## config.mk

```make
export PLATFORM = sky130hd
export DESIGN_NAME = seg_mux_driver_flat
export DESIGN_NICKNAME = d
export VERILOG_FILES = /design/src/rtl/seg_pkg.sv /design/src/rtl/seg_mux_driver_if.sv /design/src/rtl/seg_mux_driver_decode.sv /design/src/rtl/seg_mux_driver.sv /design/src/flat_wrapper.sv
export SDC_FILE = /design/constraint.sdc
export NUM_CORES = 1
export LEC_CHECK = 0
export CELL_PAD_IN_SITES_DETAIL_PLACEMENT = 0
export CELL_PAD_IN_SITES_GLOBAL_PLACEMENT = 1
export CORE_UTILIZATION = 44
export CTS_CLUSTER_SIZE = 25
export DETAILED_ROUTE_END_ITERATION = 8
export PLACE_DENSITY_LB_ADDON = 0.1
export SYNTH_ARGS = -nofsm -noshare
export SYNTH_HDL_FRONTEND = slang
export SYNTH_SLANG_ARGS = --single-unit
```

## constraint.sdc

```tcl
create_clock -name M_CLOCK -period 2.7 [get_ports M_CLOCK]
set_input_delay 0.54 -clock M_CLOCK [delete_from_list [all_inputs] [get_ports M_CLOCK]]
set_output_delay 0.54 -clock M_CLOCK [all_outputs]
set_load 0.005 [all_outputs]
```

## src/rtl/seg_pkg.sv

```systemverilog
// seg_pkg -- shared constants for the 7-segment multiplex driver.
// Segment bytes are active-low {dp,g,f,e,d,c,b,a}. A 0 bit lights a segment.
package seg_pkg;

    // Index n holds the pattern for decimal digit n, with dp off.
    localparam logic [9:0][7:0] SEG_DIGIT = {
        8'h90,  // 9
        8'h80,  // 8
        8'hF8,  // 7
        8'h82,  // 6
        8'h92,  // 5
        8'h99,  // 4
        8'hB0,  // 3
        8'hA4,  // 2
        8'hF9,  // 1
        8'hC0   // 0
    };

    localparam logic [7:0] SEG_DASH  = 8'hBF;  // only g lit
    localparam logic [7:0] SEG_BLANK = 8'hFF;  // all segments dark

    // Polarity: digit enables and the colon are active-low.
    localparam logic DIG_OFF = 1'b1;
    localparam logic COL_ON  = 1'b0;
    localparam logic COL_OFF = 1'b1;

endpackage

```

## src/rtl/seg_mux_driver_if.sv

```systemverilog
// seg_mux_driver_if -- load/display bundle for seg_mux_driver.
//   digits_in   : BCD nibbles, nibble i drives digit i (digit 0 rightmost)
//   load        : one-cycle strobe that captures digits_in/colon_in
//   colon_in    : colon request, 1 = lit
//   blink_mask  : per-digit blink enable, used live
//   IO_SSEG     : active-low segments {dp,g..a}
//   IO_SSEGD    : active-low one-hot digit enables
//   IO_SSEG_COL : active-low colon
//   frame_done  : one-cycle pulse when the scan wraps to digit 0
interface seg_mux_driver_if #(
    parameter int NUM_DIGITS = 4
);
    logic [4*NUM_DIGITS-1:0] digits_in;
    logic                    load;
    logic                    colon_in;
    logic [NUM_DIGITS-1:0]   blink_mask;
    logic [7:0]              IO_SSEG;
    logic [NUM_DIGITS-1:0]   IO_SSEGD;
    logic                    IO_SSEG_COL;
    logic                    frame_done;

    modport master (
        output digits_in, load, colon_in, blink_mask,
        input  IO_SSEG, IO_SSEGD, IO_SSEG_COL, frame_done
    );

    modport slave (
        input  digits_in, load, colon_in, blink_mask,
        output IO_SSEG, IO_SSEGD, IO_SSEG_COL, frame_done
    );
endinterface

```

## src/rtl/seg_mux_driver_decode.sv

```systemverilog
// seg7_decode -- combinational BCD nibble to active-low segment byte.
//   i_nibble : 4-bit value; 0-9 decode to digits, 10-15 to a dash
//   o_seg    : active-low {dp,g..a}
module seg7_decode
    import seg_pkg::*;
(
    input  logic [3:0] i_nibble,
    output logic [7:0] o_seg
);
    always_comb begin
        o_seg = SEG_DASH;
        case (i_nibble)
            4'd0: o_seg = SEG_DIGIT[0];
            4'd1: o_seg = SEG_DIGIT[1];
            4'd2: o_seg = SEG_DIGIT[2];
            4'd3: o_seg = SEG_DIGIT[3];
            4'd4: o_seg = SEG_DIGIT[4];
            4'd5: o_seg = SEG_DIGIT[5];
            4'd6: o_seg = SEG_DIGIT[6];
            4'd7: o_seg = SEG_DIGIT[7];
            4'd8: o_seg = SEG_DIGIT[8];
            4'd9: o_seg = SEG_DIGIT[9];
            default: o_seg = SEG_DASH;
        endcase
    end
endmodule

```

## src/rtl/seg_mux_driver.sv

```systemverilog
// seg_mux_driver -- time-multiplexed 7-segment display driver.
// Ports:
//   M_CLOCK : clock, all state on the rising edge
//   M_RESET : synchronous active-high reset
//   bus     : seg_mux_driver_if.slave (data/load in, segment drive out)
// Parameters: NUM_DIGITS (1..8), REFRESH_DIV (>=2) cycles per digit slot,
//             BLINK_DIV (>=2) cycles per blink half-period.
// Build option: define SEG_LEADING_BLANK_EN to blank leading zero digits.
// New data is staged in a pending register and only swapped into the
// displayed (active) register at a scan wrap, so a frame never tears.
module seg_mux_driver
    import seg_pkg::*;
#(
    parameter int NUM_DIGITS  = 4,
    parameter int REFRESH_DIV = 50000,
    parameter int BLINK_DIV   = 25000000
) (
    input  logic              M_CLOCK,
    input  logic              M_RESET,
    seg_mux_driver_if.slave   bus
);
    localparam int IDX_W  = (NUM_DIGITS > 1) ? $clog2(NUM_DIGITS) : 1;
    localparam int SLOT_W = $clog2(REFRESH_DIV);
    localparam int BLK_W  = $clog2(BLINK_DIV);

    if (NUM_DIGITS < 1 || NUM_DIGITS > 8) begin : g_bad_num_digits
        $error("seg_mux_driver: NUM_DIGITS must be 1..8");
    end
    if (REFRESH_DIV < 2) begin : g_bad_refresh_div
        $error("seg_mux_driver: REFRESH_DIV must be >= 2");
    end
    if (BLINK_DIV < 2) begin : g_bad_blink_div
        $error("seg_mux_driver: BLINK_DIV must be >= 2");
    end

    logic [SLOT_W-1:0]           r_slot_cnt;
    logic [IDX_W-1:0]            r_idx;
    logic [BLK_W-1:0]            r_blink_cnt;
    logic                        r_blink_phase;
    logic [NUM_DIGITS-1:0][3:0]  r_act_dig;
    logic                        r_act_col;
    logic [NUM_DIGITS-1:0][3:0]  r_pend_dig;
    logic                        r_pend_col;
    logic                        r_pend_vld;
    logic [7:0]                  r_sseg;
    logic [NUM_DIGITS-1:0]       r_ssegd;
    logic                        r_col;
    logic                        r_frame_done;

    logic [NUM_DIGITS-1:0][3:0]  w_din;
    logic                        w_slot_end;
    logic                        w_wrap;
    logic [3:0]                  w_nib;
    logic [7:0]                  w_dec;
    logic [7:0]                  w_seg_nxt;
    logic [NUM_DIGITS-1:0]       w_onehot;

    assign w_din      = bus.digits_in;
    assign w_slot_end = (r_slot_cnt == SLOT_W'(REFRESH_DIV - 1));
    assign w_wrap     = w_slot_end && (r_idx == IDX_W'(NUM_DIGITS - 1));
    assign w_nib      = r_act_dig[r_idx];
    assign w_onehot   = NUM_DIGITS'(1) << r_idx;

    seg7_decode u_dec (
        .i_nibble (w_nib),
        .o_seg    (w_dec)
    );

`ifdef SEG_LEADING_BLANK_EN
    // A digit blanks when it and every digit above it are zero; digit 0
    // is never considered so a value of 0 still shows a single zero.
    logic [NUM_DIGITS-1:0] w_lead_blank;
    logic                  w_run;
    always_comb begin
        w_lead_blank = '0;
        w_run        = 1'b1;
        for (int i = NUM_DIGITS - 1; i >= 1; i--) begin
            w_run           = w_run && (r_act_dig[i] == 4'd0);
            w_lead_blank[i] = w_run;
        end
    end
`endif

    // Blink only darkens segments; the enable keeps its normal timing.
    always_comb begin
        w_seg_nxt = w_dec;
`ifdef SEG_LEADING_BLANK_EN
        if (w_lead_blank[r_idx]) w_seg_nxt = SEG_BLANK;
`endif
        if (r_blink_phase && bus.blink_mask[r_idx]) w_seg_nxt = SEG_BLANK;
    end

    always_ff @(posedge M_CLOCK) begin
        if (M_RESET) begin
            r_slot_cnt    <= '0;
            r_idx         <= '0;
            r_blink_cnt   <= '0;
            r_blink_phase <= 1'b0;
            r_act_dig     <= '0;
            r_act_col     <= 1'b0;
            r_pend_dig    <= '0;
            r_pend_col    <= 1'b0;
            r_pend_vld    <= 1'b0;
            r_sseg        <= SEG_BLANK;
            r_ssegd       <= {NUM_DIGITS{DIG_OFF}};
            r_col         <= COL_OFF;
            r_frame_done  <= 1'b0;
        end else begin
            if (w_slot_end) begin
                r_slot_cnt <= '0;
                r_idx      <= w_wrap ? '0 : r_idx + IDX_W'(1);
            end else begin
                r_slot_cnt <= r_slot_cnt + SLOT_W'(1);
            end
            r_frame_done <= w_wrap;

            if (r_blink_cnt == BLK_W'(BLINK_DIV - 1)) begin
                r_blink_cnt   <= '0;
                r_blink_phase <= ~r_blink_phase;
            end else begin
                r_blink_cnt <= r_blink_cnt + BLK_W'(1);
            end

            // A load landing on the wrap cycle bypasses pending entirely.
            if (w_wrap) begin
                if (bus.load) begin
                    r_act_dig <= w_din;
                    r_act_col <= bus.colon_in;
                end else if (r_pend_vld) begin
                    r_act_dig <= r_pend_dig;
                    r_act_col <= r_pend_col;
                end
                r_pend_vld <= 1'b0;
            end else if (bus.load) begin
                r_pend_dig <= w_din;
                r_pend_col <= bus.colon_in;
                r_pend_vld <= 1'b1;
            end

            // Slot cycle 0 keeps every digit off to hide segment ghosting.
            r_sseg  <= w_seg_nxt;
            r_ssegd <= (r_slot_cnt == '0) ? {NUM_DIGITS{DIG_OFF}} : ~w_onehot;
            r_col   <= r_act_col ? COL_ON : COL_OFF;
        end
    end

    assign bus.IO_SSEG     = r_sseg;
    assign bus.IO_SSEGD    = r_ssegd;
    assign bus.IO_SSEG_COL = r_col;
    assign bus.frame_done  = r_frame_done;

endmodule

```

## src/flat_wrapper.sv

```systemverilog
// flat-port wrapper written by rule: the top's interface ports become plain ports
module seg_mux_driver_flat import seg_pkg::*;
#(
    parameter int NUM_DIGITS  = 4,
    parameter int REFRESH_DIV = 50000,
    parameter int BLINK_DIV   = 25000000
)
  (M_CLOCK, M_RESET, bus_digits_in, bus_load, bus_colon_in, bus_blink_mask, bus_IO_SSEG, bus_IO_SSEGD, bus_IO_SSEG_COL, bus_frame_done);
  seg_mux_driver_if #(.NUM_DIGITS(NUM_DIGITS)) bus_i ();
  input  logic M_CLOCK;
  input  logic M_RESET;
  input wire logic [$bits(bus_i.digits_in)-1:0] bus_digits_in;
  input wire logic [$bits(bus_i.load)-1:0] bus_load;
  input wire logic [$bits(bus_i.colon_in)-1:0] bus_colon_in;
  input wire logic [$bits(bus_i.blink_mask)-1:0] bus_blink_mask;
  output wire logic [$bits(bus_i.IO_SSEG)-1:0] bus_IO_SSEG;
  output wire logic [$bits(bus_i.IO_SSEGD)-1:0] bus_IO_SSEGD;
  output wire logic [$bits(bus_i.IO_SSEG_COL)-1:0] bus_IO_SSEG_COL;
  output wire logic [$bits(bus_i.frame_done)-1:0] bus_frame_done;
  assign bus_i.digits_in = bus_digits_in;
  assign bus_i.load = bus_load;
  assign bus_i.colon_in = bus_colon_in;
  assign bus_i.blink_mask = bus_blink_mask;
  assign bus_IO_SSEG = bus_i.IO_SSEG;
  assign bus_IO_SSEGD = bus_i.IO_SSEGD;
  assign bus_IO_SSEG_COL = bus_i.IO_SSEG_COL;
  assign bus_frame_done = bus_i.frame_done;
  seg_mux_driver #(.NUM_DIGITS(NUM_DIGITS), .REFRESH_DIV(REFRESH_DIV), .BLINK_DIV(BLINK_DIV)) u_core (.M_CLOCK(M_CLOCK), .M_RESET(M_RESET), .bus(bus_i));
endmodule
```

==> results list <==
- Result of the run: finished, final reports clean
* Max stage delay on crit path: 0.60 ns
- The design draws 2634 uW.
* Routing usage on met2: 0.3289
- Largest cells by area after synthesis: dfxtp_1 44%, mux2i_1 8.5%, nand2_1 5.2%, ha_1 3.9%, xor2_1 3.5%
- On the final layout, the worst clock skew is 0.006017 ns.
* H-tree depth: 3
- Count of nets after finishing: 528
- At the placement stage, the worst setup path has a slack of 0.4832 ns.
- Clock Tree Buf Depth: 2
- Instance count of the mapped netlist: 463
- TritonCTS clock tree: done
- STA classifies the critical path startpoint as a flop.
* Cell family with the largest share of critical-path delay: simple AND/OR/NAND/NOR gates
* Routed WL: 8862 microns
* Die Outline Area: 0.009990 sq mm
- Among all stages on the critical path, the largest delay is contributed by or4_1.
- Count of buffer and inverter cells on the critical path: 0
- Leak pwr: 0.001786 uW
* Final worst-path cycle share: 0.8007
* Number of clock buffers inserted by TritonCTS: 9
- HPWL after detailed placement: 6219 microns
- Static timing analysis puts the maximum clock frequency at 462.6 MHz.
- The congestion estimate from routability-driven global placement came to 0.7527.
- Power density over the cells: 532.1 mW/mm^2
- Count of maximum capacitance violations: 0
- Count of instances resized after the clock tree is built: 0
* Maximum number of pins on one net before global-route repair: 29
* Final critical delay including setup and external delays: 2.162 ns
* RSZ-0062 raised after global routing: no
- In this run the most used layer during global routing was met2.
- Initial DRC Count: 108
- Across every metal layer, demand over resource in global routing totals 0.1889.
* Clock insertion delay at the later pin of the skew report: 0.35 ns
- After detailed routing, the number of remaining DRC violations is 0.
- Initial cell density of the core: 0.4547
* Remaining antenna violation count after routing: 0
- In the global route stage, met3 resource usage came out at 0.03900.
* Core Box Area: 0.009284 sq mm
* Data arrival time at the worst-slack endpoint: 2.38 ns
- Slew at the pin closest to its max-slew limit: 0.6230 ns
- List of cells traversed by the critical path: or4_1, or4_4, o21ai_2, nor2_1
* Slew Limit Fails: 0
* Share of post-route cells with drive strength above 1: 0.07863
- Row generation in the floorplan step produced 35 rows.
- Number of global-route vias before repair: 3070
- Mapped Avg Cell Area: 9.118 sq um
* Number of warning messages in the yosys log: 0
- Number of antenna diodes: 0
* Via-to-Cell Ratio: 5.299
- Setup slack on the critical path of the routed design comes to 0.5382 ns.
- Synthesized area: 0.004222 sq mm
* Setup fix buffers added after clock tree synthesis: 0
* Number of storage elements in the synthesis netlist: 92
- Of the post-synthesis cell area, the dominant cell type holds 0.4363.
- For this run, global-route usage on met1 was measured as 0.2301.
- The count of buffers added on input and output ports is 36.
- IR Drop Worst-Case VDD: 0.2313 mV
* Setup CP Type: flop to flop
- Chip Height: 99.95 microns
- Critical Path Sink Type: flop
- Remaining global-route overflow: 0
* Number of endpoints with negative hold slack in the final report: 0
- Most common library cell in the layout ignoring fill and taps: dfxtp_1
* Setup total negative slack: 0 ns
- During I/O placement, the number of pins put on the boundary was 38.
- Synth cell types: 40
- Die boundary width: 99.95 microns
- Clock edge transition at the registers on the reported setup and hold paths: 0.09 ns
- Initial antenna violation count: 0
- Total number of vias: 3312
* Number of hold-repair buffers added at the cts stage: 0
- dfxtp_1 takes more of the synthesized area than any other cell.
* Headroom to the max-slew limit: 0.5846
- CTS root buf: clkbuf_8
- Of the synthesized area, sequential elements account for 0.4363.
* Iteration count of the initial detailed-routing pass: 4
- Area added between synthesis and finish: 17.28%
- Largest fanout on the critical path: 15
- Setup violations remaining at the end of the flow were counted as 0.
* CTS sink cnt: 92
- WP data required: 2.92 ns
* Routed len/inst: 14.18 microns
- Final core area utilization: 0.5333
* Global-route wire length before repair: 14860 microns
- Net count of the mapped netlist: 500
* Most frequent cells in the layout: 92 x dfxtp_1, 59 x nand2_1, 36 x mux2i_1, 36 x clkdlybuf4s50_1, 33 x nor2_1
- Worst min-delay path category: flop to flop
[synthesized netlist by cell type]
master    count
a211oi_1     16
a21oi_1      19
a311oi_1      1
a31oi_1      18
and2_1        3
and3_1        5
and4_1        7
buf_2         9
buf_4         1
clkbuf_1     19
conb_1        1
dfxtp_1      92
ha_1         13
inv_1        13
mux2_2        1
mux2i_1      36
mux4_2        5
nand2_1      59
nand3_1      18
nand4_1      12
nor2_1       33
nor2b_1       1
nor3_1        4
nor3b_1       1
nor4_1        4
nor4_2        1
nor4b_1       1
nor4bb_1      1
o21a_1        1
o21ai_0      14
o21ai_1       1
o21ai_2       1
o21ba_2       1
o31ai_1       8
or2_2         2
or3_1         6
or4_1        10
or4_4         1
xnor2_1       7
xor2_1       17
[power breakdown]
part           internal (uW)  switching (uW)  total, uW
Clock                    598             460       1060
Combinational           86.7            84.8        171
Sequential              1390            17.9       1400
Total                   2070             563       2630
[worst reg2reg max path: cells and delay by family (launching register included)]
kind            cells  cell delay (ns)
compound gates      1             0.52
flops               1             0.34
simple gates        3             1.17
[metrics by stage]
stage          instances  area (sq um)  hold slack (ns)
2_1_floorplan        463          4222           0.3626
5_1_grt              625          4951           0.4535
3_3_place_gp         609          4715           0.3682
6_report             625          4951           0.4034
4_1_cts              625          4951           0.4105
3_5_place_dp         609          4715           0.3879
[final timing paths]
check | slack, ns | to | cells after the start | startpoint
worst max-delay path | 0.54 | u_core.r_slot_cnt[11] | 4 | u_core.r_slot_cnt[11]
worst min-delay path | 0.40 | u_core.bus.IO_SSEG_COL | 1 | u_core.r_act_col
worst max register to register | 0.54 | u_core.r_slot_cnt[11] | 4 | u_core.r_slot_cnt[11]
worst min register to register | 0.40 | u_core.bus.IO_SSEG_COL | 1 | u_core.r_act_col
[logic make-up (layout without fill, tap and decap cells)]
kind of cell             count (synthesis)  after routing  share of synthesized area
AND/OR/NAND/NOR                        169            169                     0.2009
multiplexers                            42             42                     0.1147
XOR/XNOR                                24             24                    0.04979
AO/OA/AOI/OAI                           80             80                     0.1180
other                                    1              1                  0.0008883
adder cells (fa/ha/maj)                 13             13                    0.03853
flip-flops                              92             92                     0.4363
buffers and inverters                   42             75                    0.04090
[routing by layer]
layer / wire length (microns) / vias up
li1: - / 1712
met1: 3970 / 1537
met2: 4463 / 53
met3: 290 / 10
met4: 138 / 0
met5: 0 / -
[sequential cells by signal (all words and copies together) (netlist names), 2 cells and up]
| register | count |
|---|---|
| u_core.r_blink_cnt | 25 |
| u_core.r_act_dig | 16 |
| u_core.r_pend_dig | 16 |
| u_core.r_slot_cnt | 16 |
| u_core.bus.IO_SSEG | 7 |
| u_core.bus.IO_SSEGD | 4 |
| u_core.r_idx | 2 |
[area by class of cell]
cell class	count	area, sq um
Tap cell	129	161.4
Inverter	13	48.80
Multi-Input combinational cell	329	2227
Timing Repair Buffer	46	435.4
Sequential cell	92	1842
Clock inverter	3	67.56
Clock buffer	13	168.9
Fill cell	893	4333
(Power assumes the default switching activity.)
